<file path="src/rtl/banco_pkg.sv">
// Shared definitions for the parameterised register file.
//   - default parameter constants for banco_registro_param / puerto_lectura
//   - estado_t : bulk-clear state machine encoding (IDLE, CLEAR)
package banco_pkg;

  localparam int unsigned W_DEF      = 6;  // data width
  localparam int unsigned N_DEF      = 6;  // address width (2**N registers)
  localparam int unsigned NR_DEF     = 2;  // number of read ports
  localparam int unsigned BYPASS_DEF = 1;  // write-to-read forwarding

  typedef enum logic {
    IDLE  = 1'b0,
    CLEAR = 1'b1
  } estado_t;

endpackage

</file>
<file path="src/rtl/puerto_lectura.sv">
// One read port: zero-register masking, optional write forwarding and
// pending-bit selection. Purely combinational.
//   addr     : read address of this port
//   dato_mem : storage contents at addr
//   pend_mem : pending bit at addr
//   wr_acc   : a write is being accepted this cycle (already excludes addr 0 / busy)
//   addr_wr  : write address
//   dato_wr  : write data
//   dato_c   : read data
//   pend_c   : pending flag seen by this port
module puerto_lectura
  import banco_pkg::*;
#(
  parameter int unsigned W      = W_DEF,
  parameter int unsigned N      = N_DEF,
  parameter int unsigned BYPASS = BYPASS_DEF
) (
  input  logic [N-1:0] addr,
  input  logic [W-1:0] dato_mem,
  input  logic         pend_mem,
  input  logic         wr_acc,
  input  logic [N-1:0] addr_wr,
  input  logic [W-1:0] dato_wr,
  output logic [W-1:0] dato_c,
  output logic         pend_c
);

  // Register 0 wins over everything; a forwarded write also hides the reservation
  // it is about to retire.
  always_comb begin
    dato_c = dato_mem;
    pend_c = pend_mem;
    if (addr == '0) begin
      dato_c = '0;
      pend_c = 1'b0;
    end else if ((BYPASS != 0) && wr_acc && (addr_wr == addr)) begin
      dato_c = dato_wr;
      pend_c = 1'b0;
    end
  end

endmodule

</file>
<file path="src/rtl/banco_registro_param.sv">
// Parameterised register file with NR combinational read ports, one write
// port, a per-register pending (reservation) scoreboard and a bulk clear.
//   clk, rst (sync, active-low)
//   we, addr_rd, data_in : write port
//   addr_rs, rs          : NR read ports, slices of N / W bits
//   res, addr_res        : reserve a register as awaiting a write
//   pend                 : per read port, reserved flag
//   clr, busy            : start / in-progress indication of bulk clear
module banco_registro_param
  import banco_pkg::*;
#(
  parameter int unsigned W      = W_DEF,
  parameter int unsigned N      = N_DEF,
  parameter int unsigned NR     = NR_DEF,
  parameter int unsigned BYPASS = BYPASS_DEF
) (
  input  logic            clk,
  input  logic            rst,
  input  logic            we,
  input  logic [N-1:0]    addr_rd,
  input  logic [W-1:0]    data_in,
  input  logic [NR*N-1:0] addr_rs,
  output logic [NR*W-1:0] rs,
  input  logic            res,
  input  logic [N-1:0]    addr_res,
  output logic [NR-1:0]   pend,
  input  logic            clr,
  output logic            busy
);

  localparam int unsigned DEPTH = 2 ** N;
  localparam logic [N-1:0] LAST = N'(DEPTH - 1);

  logic [W-1:0]     mem_q [DEPTH];
  logic [DEPTH-1:0] pend_q;
  estado_t          estado_q, estado_d;
  logic [N-1:0]     cnt_q, cnt_d;
  logic             wr_acc;

  assign busy   = (estado_q == CLEAR);
  assign wr_acc = we && !busy && (addr_rd != '0);

  // State and clear-counter register.
  always_ff @(posedge clk) begin
    if (!rst) begin
      estado_q <= IDLE;
      cnt_q    <= '0;
    end else begin
      estado_q <= estado_d;
      cnt_q    <= cnt_d;
    end
  end

  // Next state: the counter starts at 1 because register 0 is hardwired.
  always_comb begin
    estado_d = estado_q;
    cnt_d    = cnt_q;
    case (estado_q)
      IDLE: begin
        if (clr) begin
          estado_d = CLEAR;
          cnt_d    = N'(1);
        end
      end
      CLEAR: begin
        cnt_d = cnt_q + N'(1);
        if (cnt_q == LAST) estado_d = IDLE;
      end
    endcase
  end

  // Storage: clear sweep while busy, otherwise the normal write port.
  always_ff @(posedge clk) begin
    if (!rst) begin
      mem_q <= '{default: '0};
    end else if (busy) begin
      mem_q[cnt_q] <= '0;
    end else if (wr_acc) begin
      mem_q[addr_rd] <= data_in;
    end
  end

  // Scoreboard: reserve is written last so it wins over a same-address write.
  always_ff @(posedge clk) begin
    if (!rst) begin
      pend_q <= '0;
    end else if (!busy) begin
      if (clr) begin
        pend_q <= '0;
      end else begin
        if (wr_acc) pend_q[addr_rd] <= 1'b0;
        if (res && (addr_res != '0)) pend_q[addr_res] <= 1'b1;
      end
    end
  end

  for (genvar k = 0; k < NR; k++) begin : g_port
    logic [N-1:0] a;
    assign a = addr_rs[k*N +: N];

    puerto_lectura #(
      .W      (W),
      .N      (N),
      .BYPASS (BYPASS)
    ) u_port (
      .addr     (a),
      .dato_mem (mem_q[a]),
      .pend_mem (pend_q[a]),
      .wr_acc   (wr_acc),
      .addr_wr  (addr_rd),
      .dato_wr  (data_in),
      .dato_c   (rs[k*W +: W]),
      .pend_c   (pend[k])
    );
  end

endmodule

</file>
<file path="config.mk">
export PLATFORM = sky130hd
export DESIGN_NAME = banco_registro_param
export DESIGN_NICKNAME = d
export VERILOG_FILES = /design/src/rtl/banco_pkg.sv /design/src/rtl/puerto_lectura.sv /design/src/rtl/banco_registro_param.sv
export SDC_FILE = /design/constraint.sdc
export NUM_CORES = 1
export LEC_CHECK = 0
export BUFFER_PORTS_ARGS = -buffer_cell sky130_fd_sc_hd__buf_2
export CAP_MARGIN = 5
export CORE_AREA = 3 3 233 235
export CTS_CLUSTER_SIZE = 25
export DETAILED_ROUTE_END_ITERATION = 12
export DIE_AREA = 0 0 236 238
export PLACE_DENSITY = 0.7
export SLEW_MARGIN = 5
export SYNTH_ARGS = -nofsm -noshare
export SYNTH_HDL_FRONTEND = slang
export SYNTH_SLANG_ARGS = --single-unit
export TNS_END_PERCENT = 20
</file>
<file path="constraint.sdc">
create_clock -name clk -period 4.4 [get_ports clk]
set_input_delay 0.66 -clock clk [delete_from_list [all_inputs] [get_ports clk]]
set_output_delay 0.66 -clock clk [all_outputs]
set_load 0.02 [all_outputs]
</file>
# Word-level counts from Yosys, hierarchy flattened
# Cells that the tools add are included.
dict set report totals {
  out_inout_bits 15
  ramBits 0
  word_cells 149
  in_bits 35
  latchBits 0
  rom_bits 0
  n_memories 0
  ff_bits 455
}
dict set report op_classes {
  n_lt_le_gt_ge 12
  mux 40
  add_sub_neg 1
  div 0
  bitwise_logic 10
  n_eq_ne 4
  shift 0
  multipliers 0
  n_reduce_logical 15
}
# op n
set op_table {}
lappend op_table {{$mux W384} 2}
lappend op_table {{$and A384 B384 Y384} 1}
lappend op_table {{$bwmux W384} 1}
lappend op_table {{$mux W64} 6}
lappend op_table {{$not A384 Y384} 1}
lappend op_table {{$bmux W6 S6} 2}
lappend op_table {{$demux W6 S6} 2}
lappend op_table {{$mux W6} 11}
lappend op_table {{$and A64 B64 Y64} 1}
lappend op_table {{$not A64 Y64} 1}
lappend op_table {{$or A64 B64 Y64} 1}
lappend op_table {{$ge A7 B7 Y1 const B} 4}
lappend op_table {{$lt A6 B7 Y1 const B} 4}
lappend op_table {{$not A6 Y7} 4}
lappend op_table {{$lt A7 B1 Y1 const B} 2}
lappend op_table {{$bmux W1 S6} 2}
lappend op_table {{$demux W1 S6} 2}
lappend op_table {{$eq A6 B6 Y1} 2}
lappend op_table {{$ge A6 B1 Y1 const B} 2}
lappend op_table {{$logic_not A6 Y1} 2}
lappend op_table {{$pmux W6 S2} 1}
lappend op_table {{$reduce_bool A6 Y1} 2}
lappend op_table {{$mux W1} 10}
lappend op_table {{$logic_and A1 B1 Y1} 9}
lappend op_table {{7 further kinds} 7}

# Depth between registers and ports, before layout
# Gate-level depths: netlist of run 1.
dict set report logic_depth {
  word_depth 13
  depth_mapped 11
  ltp_nobuf 6
}

# Hierarchy
# From an unflattened synthesis of run 1, not the netlist that was laid out.
dict set report unflattened {
  cells_unflattened 2863
  hier_area_um2 26909.6
}
# mod area_each_um2 n_inst seq_area_each_um2 cells_each
set by_module_without_submodules {}
lappend by_module_without_submodules {banco_registro_param 26489.2 1 9108.7 2799}
lappend by_module_without_submodules {puerto_lectura 210.2 2 0.0 32}

# Least setup slack after synthesis of run 1
# Ideal clock, no wire load.
dict set report synth_timing {
  path_kind {in2out}
  from {input port addr_rs[7]}
  to {output port rs[10]}
  path_slack_ns 1.241
  path_buffers 4
  required_time_ns 3.740
  arrival_ns 2.499
  stages 10
  path_cell_list {buf_2 buf_4 buf_4 buf_6 and2b_1 a22oi_1 nand4_1 nand2_1 a211oi_1 o32ai_1}
}
dict set report synth_between {
  elab_chain_cells 6
  word_cells_on_any_way 9
  classes_between {eq/ne (1); mux (5); bitwise (1); reduce/logical (2)}
}
# element line_no
set synth_lines {}
lappend synth_lines {{start, declared} banco_registro_param.sv:22} ;# input logic [NR*N-1:0] addr_rs,
lappend synth_lines {{$not A6 Y7 (implied by the code)} banco_registro_param.sv:107} ;# .dato_mem (mem_q[a]),
lappend synth_lines {{$bmux W6 S6} banco_registro_param.sv:107}
lappend synth_lines {{$mux W6 (implied by the code) (2 in a row)} banco_registro_param.sv:107}
lappend synth_lines {{$mux W6} puerto_lectura.sv:36} ;# end else if ((BYPASS != 0) && wr_acc && (addr_wr == addr)) begin
lappend synth_lines {{$mux W6 (*)} puerto_lectura.sv:33} ;# if (addr == '0) begin
lappend synth_lines {{end, declared} banco_registro_param.sv:23} ;# output logic [NR*W-1:0] rs,
# Mark *: on every way between the ends. The rest lies on a longest branch, timed or not. The select of a mux whose other input is x is not followed.

# Final worst setup path of run 1
dict set report layout_timing {
  from {input port addr_rs[6]}
  to {output port rs[8]}
}
# Same word-level chain as after synthesis.

==> results.md, run 1 <==
* Critical path endpoint category: output port
* Cell Area, Synth at between 20,000 and 30,000 um^2
* Global-route wire length before repair at ~150,000 um
* Top delay family on crit path: buffers and inverters
* GR Util All Layers at 0.3447
* Post-synth EDFFs at 0
* Worst reg2reg path depth at 6
* Hold WS at roughly 0.49 ns
* Share of layout cells above drive strength 1 at 0.1574
* Int Pwr at roughly 0.0072 W
* Final non-filler cell total at around 3,500
* Register area share after synthesis at 0.3494
* Yosys top cell area share at 0.3494
* Initial core utilization at 0.4970
* Mapped Cells at around 2,800
* Synth warnings at 0
* Vias in the first global route at between 20,000 and 25,000
* Worst hold start: mem_q[382]
* Final Hold Fails at 0
* Nets at between 2,000 and 3,000
* Startpoint Class: primary input
* Maximum vdd drop at about 0.28 mV
* Die Ht at between 200 and 250 um
* Layout area overhead at 9.869%
* Antenna Nets Post-Route at 0
* P_leak at between 9 and 10 nW
* Worst setup startpoint: addr_rs[6]
* DIE AREA at around 56,000 um^2
* Unique masters post-synth at 64
* Fin Setup TNS at 0 ns
* Pre-Repair DR Iteration Count at 8
* Crit Path Category: primary input to output port
* PwrDens at between 300 and 400 nW/um^2
* R2R setup slack at roughly 1.5 ns
* Crit-path max FO at 50
* Worst Path Arrival at 3.43 ns
* Minimum clock period at just over 4 ns
* Top Ports at 50
* Clock sinks at 455
* Worst-path clk slew at 0.06 ns
* Final instance area at between 20,000 and 30,000 um^2
* Min-Delay Path Depth at 1
* H-tree depth at 2
* Slowest CP cell: mux4_2
* GPL Wtd Cong at approximately 1.0
* #FFs+latches synth at 455
* Sw Share at 0.2539
* Top area cells in the synthesized netlist: dfxtp_1 35%, mux4_2 15%, a21boi_0 7.7%, a22oi_1 5.7%, nand2_1 5.7%
* 1st-iter DRT viols at around 3,700
* CTS tree: yes
* Least-Margin Pin Slew at 1.252 ns
* Max_slew headroom at 0.1586
* Via Count at roughly 24,000
* Clock share of power at 0.475
* Hold-fix buffers, CTS at 0
* Post-DR wirelength/cell at 28.71 um
* Worst path max stage delay at between 0.5 and 0.6 ns
* Largest net degree at the start of global routing at 211
* Logic pwr share at 0.093
* P_sw at 0.002441 W
* DRC violations left at 0
* Fmax at 0.2444 GHz
* Initial antenna violation count at 4
* Clock Tree Buf Depth at 3
* Hold EP: mem_q[382]
* WL final at roughly 100,000 um
* Worst Hold Class: register to register
* Port buffer count at between 40 and 50
* Post-cts repair resize count at 0
* Worst path cell trace: buf_6 > buf_4 > mux4_2 > mux2_2 > a211oi_1 > o31ai_1 > buf_2
* TritonCTS Buffers at 50
* Top_reg_cell synth: dfxtp_1
* Reg2reg end: mem_q[73]
* Synth area leader: dfxtp_1
* Worst Path Buf+Inv at 3
* Final Skew at approximately 0.014 ns
* Worst-Skew Late Latency at roughly 0.6 ns
* Status: complete, no violations
* Endpoints failing setup at 0
* Worst Path Required at ~3.7 ns
* Total grt overflow at 0
* Row count at 84
* R2R Path Start: busy
* Core ar. at 52,450 um^2
* Clock Tree Root: clkbuf_16
* Synth Net Count at 2,849
* Post-layout util at 0.5461
* Hpwl dp at 70,330 um
* Setup Buffers After CTS at 0
* Max-slew violations at 0
* Share of power burned in registers at 0.432
* Total of max-cap violations at 0
* Synthesized area per cell at just over 9 um^2
* Placed insts at 3,410
* Tcrit/Tclk final at 0.9298
* Die Wd at around 240 um
* Asr flop ratio synth at 0
* RSZ-0062 raised after global routing: false
* Vias per cell at 6.916
* Area after DPL at between 20,000 and 30,000 um^2
cell usage after synthesis (15+ instances only):
master / count
o21ai_0: 77
mux4_2: 172
mux2_2: 23
a21boi_0: 268
buf_4: 24
buf_2: 32
a21oi_1: 43
clkbuf_1: 146
nand3_1: 243
dfxtp_1: 455
mux2i_1: 120
nor3_1: 15
nor2b_1: 195
a211oi_1: 20
a22oi_1: 198
nor2_1: 166
buf_6: 15
nand2_1: 394
nand4_1: 17
worst max path at each step:
| stage | endpoint | slack, ns | depth (start not counted) |
|---|---|---|---|
| after detailed placement | rs[8] | 0.33 | 7 |
| final | rs[8] | 0.31 | 7 |
| after floorplan | rs[10] | 1.24 | 10 |
| after CTS | rs[8] | 0.31 | 7 |
| after global placement | rs[8] | 0.41 | 7 |
| after global routing | rs[8] | 0.27 | 7 |
cells by family after synthesis:
| logic type | share of synthesized area |
|---|---|
| XOR/XNOR | 0.004704 |
| adder cells (fa/ha/maj) | 0.0004799 |
| multiplexers | 0.2177 |
| buffers and inverters | 0.04358 |
| AND/OR/NAND/NOR | 0.2073 |
| flip-flops | 0.3494 |
| AO/OA/AOI/OAI | 0.1768 |
sequential cells by signal, indices dropped and copies added (netlist names):
signal and count:
mem_q 384, pend_q 64, cnt_q 6, busy 1
through the flow:
stage	total power (W)	setup slack [ns]
floorplan	0.004822	1.241
global placement	0.005090	0.4084
detailed placement	0.005099	0.3334
CTS	0.009598	0.3114
global route	0.009825	0.2688
finish	0.009614	0.3089
per-layer routing:
layer  global-route usage  up-vias  routed length [um]
met4               0.1558        6                5297
met1               0.4757    11740               39340
met2               0.4938     1867               41680
li1                     -    10260                   -
met5                    0        -                  38
met3               0.1110      369               14230
power groups by stage:
stage / Sequential, W / Clock (W) / Combinational (W)
2_1_floorplan: 0.00423 / 0 / 0.000590
5_1_grt: 0.00415 / 0.00476 / 0.000921
3_3_place_gp: 0.00424 / 0 / 0.000851
3_5_place_dp: 0.00424 / 0 / 0.000859
6_report: 0.00415 / 0.00457 / 0.000896
4_1_cts: 0.00415 / 0.00459 / 0.000862
layout make-up:
| cell class | count | area, um^2 |
|---|---|---|
| Clock buffer | 71 | 1471 |
| Inverter | 6 | 22.52 |
| Sequential cell | 455 | 9110 |
| Timing Repair Buffer | 138 | 1031 |
| Clock inverter | 22 | 306.5 |
| Antenna cell | 1 | 2.502 |
| Multi-Input combinational cell | 2123 | 15840 |
| Tap cell | 688 | 860.8 |
| Fill cell | 4601 | 23810 |
layout by cell type, fill, tap and decap left out, drive strengths merged, types with 17 or more instances in the layout:
cell type	n
dfxtp	455
nand2	394
a21boi	268
nand3	243
a22oi	198
nor2b	195
mux4	185
nor2	174
buf	138
mux2i	120
o21ai	78
clkbuf	71
a21oi	43
mux2	23
a211oi	20
nand4	17
(Power assumes the default switching activity.)
==> inputs of run 2 (changes only) <==
ABC_AREA = 1   (was not set)
CORE_AREA = 3 3 243 245   (was 3 3 233 235)
DIE_AREA = 0 0 246 248   (was 0 0 236 238)
clock period = 4.3 ns   (was 4.4 ns; I/O delays follow)
==> run 2 against run 1 <==
  * Synthesized cell count grew 75%
  * Sequential power rose by 2%
  * Wire length grew 16%
  * Largest cell class unchanged
  * Combinational power is 64% higher
  * Power up 5.8%
  * Global-route usage rose by 3.0 points
  * Final area grew 7.7%
  * Die area up 8.6%
  * Worst hold slack lost 0.11 ns
  * Highest routed layer unchanged
  * Sequential share of layout area fell by 2.3 points
==> results.md, run 2 <==
* Fmax at approximately 0.25 GHz
* Worst-path clk slew at 0.06 ns (about the same)
* Top area cells in the synthesized netlist: dfxtp_1 32%, nand2_1 27%, nand3_1 9.3%, a21oi_1 8.7%, inv_1 6.6%
* Cell Area, Synth at 28,380 um^2 (+8.9%)
* Vias per cell at 5.769 (-17%)
* Initial antenna violation count at 4 (unchanged)
* Most frequent cells in the layout: 2,075 x nand2_1, 527 x nand3_1, 500 x inv_1
* Area after DPL at 29,190 um^2 (+8.7%)
* Port buffer count at 49 (unchanged)
* Yosys top cell area share at 0.3209 (-0.02853)
* Asr flop ratio synth at 0 (unchanged)
* GPL Wtd Cong at 1.054 (+0.81%)
* Least-Margin Pin Slew at 1.276 ns (+0.02394 ns)
* Fin Setup TNS at 0 ns (unchanged)
* Unique masters post-synth at 38 (-41%)
* Row count at 88 (+4.8%)
* Most frequent cell after synthesis: nand2_1
* Core ar. at 57,370 um^2 (+9.4%)
* Total of max-cap violations at 0 (unchanged)
* TritonCTS Buffers at 52 (+4.0%)
* 1st-iter DRT viols at 4,575 (+24%)
* P_sw at 0.003068 W (+26%)
* Fillers at 6,016 (+31%)
* Maximum vdd drop at 0.3336 mV (+18%)
* Layout area overhead at 8.688%
* Synthesized area per cell at 5.769 um^2 (-38%)
* PwrDens at 329.6 nW/um^2 (-1.8%)
* Antenna Nets Post-Route at 0 (unchanged)
* Critical path endpoint category: output port
* Top Ports at 50 (unchanged)
* Placed insts at 5,505 (+61%)
* Die Ht at 248 um (+4.2%)
* GR Util All Layers at 0.3748 (+0.03006)
* Int Pwr at 0.007100 W (-1.0%)
* Hold-fix buffers, CTS at 0 (unchanged)
* Startpoint Class: primary input
* Die Wd at 246 um (+4.2%)
* Pre-Repair DR Iteration Count at 7 (-1)
* Reg with most FFs: mem_q
* Clock Tree Root: clkbuf_16
* Clock sinks at 455 (unchanged)
* Most common library cell in the layout ignoring fill and taps: nand2_1
* Worst-Skew Late Latency at 0.62 ns (+0.02 ns)
* Register area share after synthesis at 0.3209 (-0.02853)
* Post-layout util at 0.5378 (-0.008293)
* Setup Buffers After CTS at 0 (unchanged)
* Logic pwr share at 0.145 (+0.052)
* DIE AREA at 61,010 um^2 (+8.6%)
* Crit Path Category: primary input to output port
* WL final at 116,400 um (+16%)
* Final Hold Fails at 0 (unchanged)
* Synth top cells by count: 2,075 x nand2_1, 527 x nand3_1, 501 x inv_1, 491 x a21oi_1, 455 x dfxtp_1
* Max_slew headroom at 0.1467 (-0.01192)
* Worst Path Arrival at 3.28 ns (-0.15 ns)
* Initial core utilization at 0.4948 (-0.002233)
* Vias in the first global route at 29,110 (+28%)
* Final Skew at 0.02123 ns (+0.007136 ns)
* Max-slew violations at 0 (unchanged)
* Sw Share at 0.3017 (+0.04786)
* Worst Path Required at 3.65 ns (-0.09 ns)
* Share of power burned in registers at 0.417 (-0.015)
* Nets at 4,830 (+72%)
* Largest net degree at the start of global routing at 106 (-50%)
* Synth area leader: dfxtp_1
* Max reg flops at 384 (unchanged)
* Endpoints failing setup at 0 (unchanged)
* Synth Net Count at 4,956 (+74%)
* DRC violations left at 0 (unchanged)
* Post-DR wirelength/cell at 20.79 um (-28%)
* Largest regs: mem_q: 384 flops, pend_q: 64 flops, cnt_q: 6 flops
* P_leak at 12.84 nW (+37%)
* Global-route wire length before repair at 176,800 um (+19%)
* Status: complete, no violations
* Final instance area at 30,850 um^2 (+7.7%)
* Synth warnings at 0 (unchanged)
* Total grt overflow at 0 (unchanged)
* #FFs+latches synth at 455 (unchanged)
* Total power at 0.01017 W (+5.8%)
* CTS tree: yes
* Via Count at 32,310 (+33%)
* Clock Tree Buf Depth at 3 (unchanged)
* Post-synth EDFFs at 0 (unchanged)
* Share of layout cells above drive strength 1 at 0.06496 (-0.09241)
* Post-cts repair resize count at 0 (unchanged)
* Tcrit/Tclk final at 0.9126
* Minimum clock period at 3.924 ns
* Final non-filler cell total at 5,601 (+60%)
* Clock share of power at 0.438 (-0.037)
* H-tree depth at 2 (unchanged)
* Hpwl dp at 78,510 um (+12%)
* Mapped Cells at 4,920 (+75%)
* Crit-path max FO at 10 (-80%)
* RSZ-0062 raised after global routing: false
* Top_reg_cell synth: dfxtp_1
* Worst Hold Class: primary input to register
-- run 2: cell count changes after synthesis, moves of 172 or more --
| cell | previous run | this run |
|---|---|---|
| nand2_1 | 394 | 2075 |
| inv_1 | 4 | 501 |
| a21oi_1 | 43 | 491 |
| nand3_1 | 243 | 527 |
| a21boi_0 | 268 | 1 |
| a22oi_1 | 198 | 0 |
| nor2b_1 | 195 | 0 |
| mux4_2 | 172 | 0 |
-- run 2: worst paths after layout --
check        startpoint          to  slack (ns)  cells after the start
max          addr_rs[9]      rs[10]        0.38                     11
max reg2reg    cnt_q[0]   mem_q[10]        1.61                      6
min reg2reg  mem_q[124]  mem_q[124]        0.46                      2
min          data_in[0]  mem_q[330]        0.39                      3
-- run 2: per-stage QoR --
stage          worst slack [ns]  hold WS, ns
2_1_floorplan             1.483       0.4347
3_3_place_gp             0.5956       0.4417
3_5_place_dp             0.6068       0.4510
4_1_cts                  0.6030       0.3611
5_1_grt                  0.3417       0.3805
6_report                 0.3758       0.3860
-- run 2: cells by family after synthesis --
| kind of cell | Yosys count | share of synthesized area |
|---|---|---|
| simple gates | 2934 | 0.4312 |
| compound gates | 691 | 0.1317 |
| fa+ha+maj | 1 | 0.0004407 |
| flops | 455 | 0.3209 |
| buf+inv | 834 | 0.1142 |
| xor+xnor | 5 | 0.001543 |
-- run 2: area by class of cell --
| class | count | area [um^2] | share of cell area |
|---|---|---|---|
| clock buffers | 72 | 1478 | 0.04790 |
| flip-flops and latches | 455 | 9110 | 0.2953 |
| multi-input cells | 3631 | 16050 | 0.5202 |
| repair buffers | 123 | 1056 | 0.03423 |
| inverters | 531 | 2018 | 0.06542 |
| well taps | 765 | 957.2 | 0.03103 |
| clock inverters | 22 | 177.7 | 0.005759 |
| diodes | 2 | 5.005 | 0.0001622 |
-- run 2: power by group through the flow --
stage / sequential (W) / combinational [W] / clock [W]
5_1_grt: 0.00424 / 0.00155 / 0.00466
4_1_cts: 0.00424 / 0.00142 / 0.00448
3_3_place_gp: 0.00433 / 0.00141 / 0
6_report: 0.00424 / 0.00147 / 0.00446
2_1_floorplan: 0.00433 / 0.000899 / 0
3_5_place_dp: 0.00433 / 0.00141 / 0
-- run 2: critical path, cell delays in order --
cell	delay, ns
buf_2	0.18
nor2_2	0.65
inv_1	0.33
a21oi_1	0.30
nor2_1	0.09
nand2_1	0.08
nand2_1	0.06
nor2_1	0.37
nor2_1	0.11
nor2_1	0.23
buf_2	0.22
-- run 2: layer usage --
layer / track usage / vias to the layer above / part of all wire
li1: - / 15260 / -
met1: 0.4884 / 14680 / 0.39
met2: 0.5599 / 1908 / 0.42
met3: 0.07952 / 459 / 0.12
met4: 0.2461 / 4 / 0.076
met5: 0 / - / 0.00023
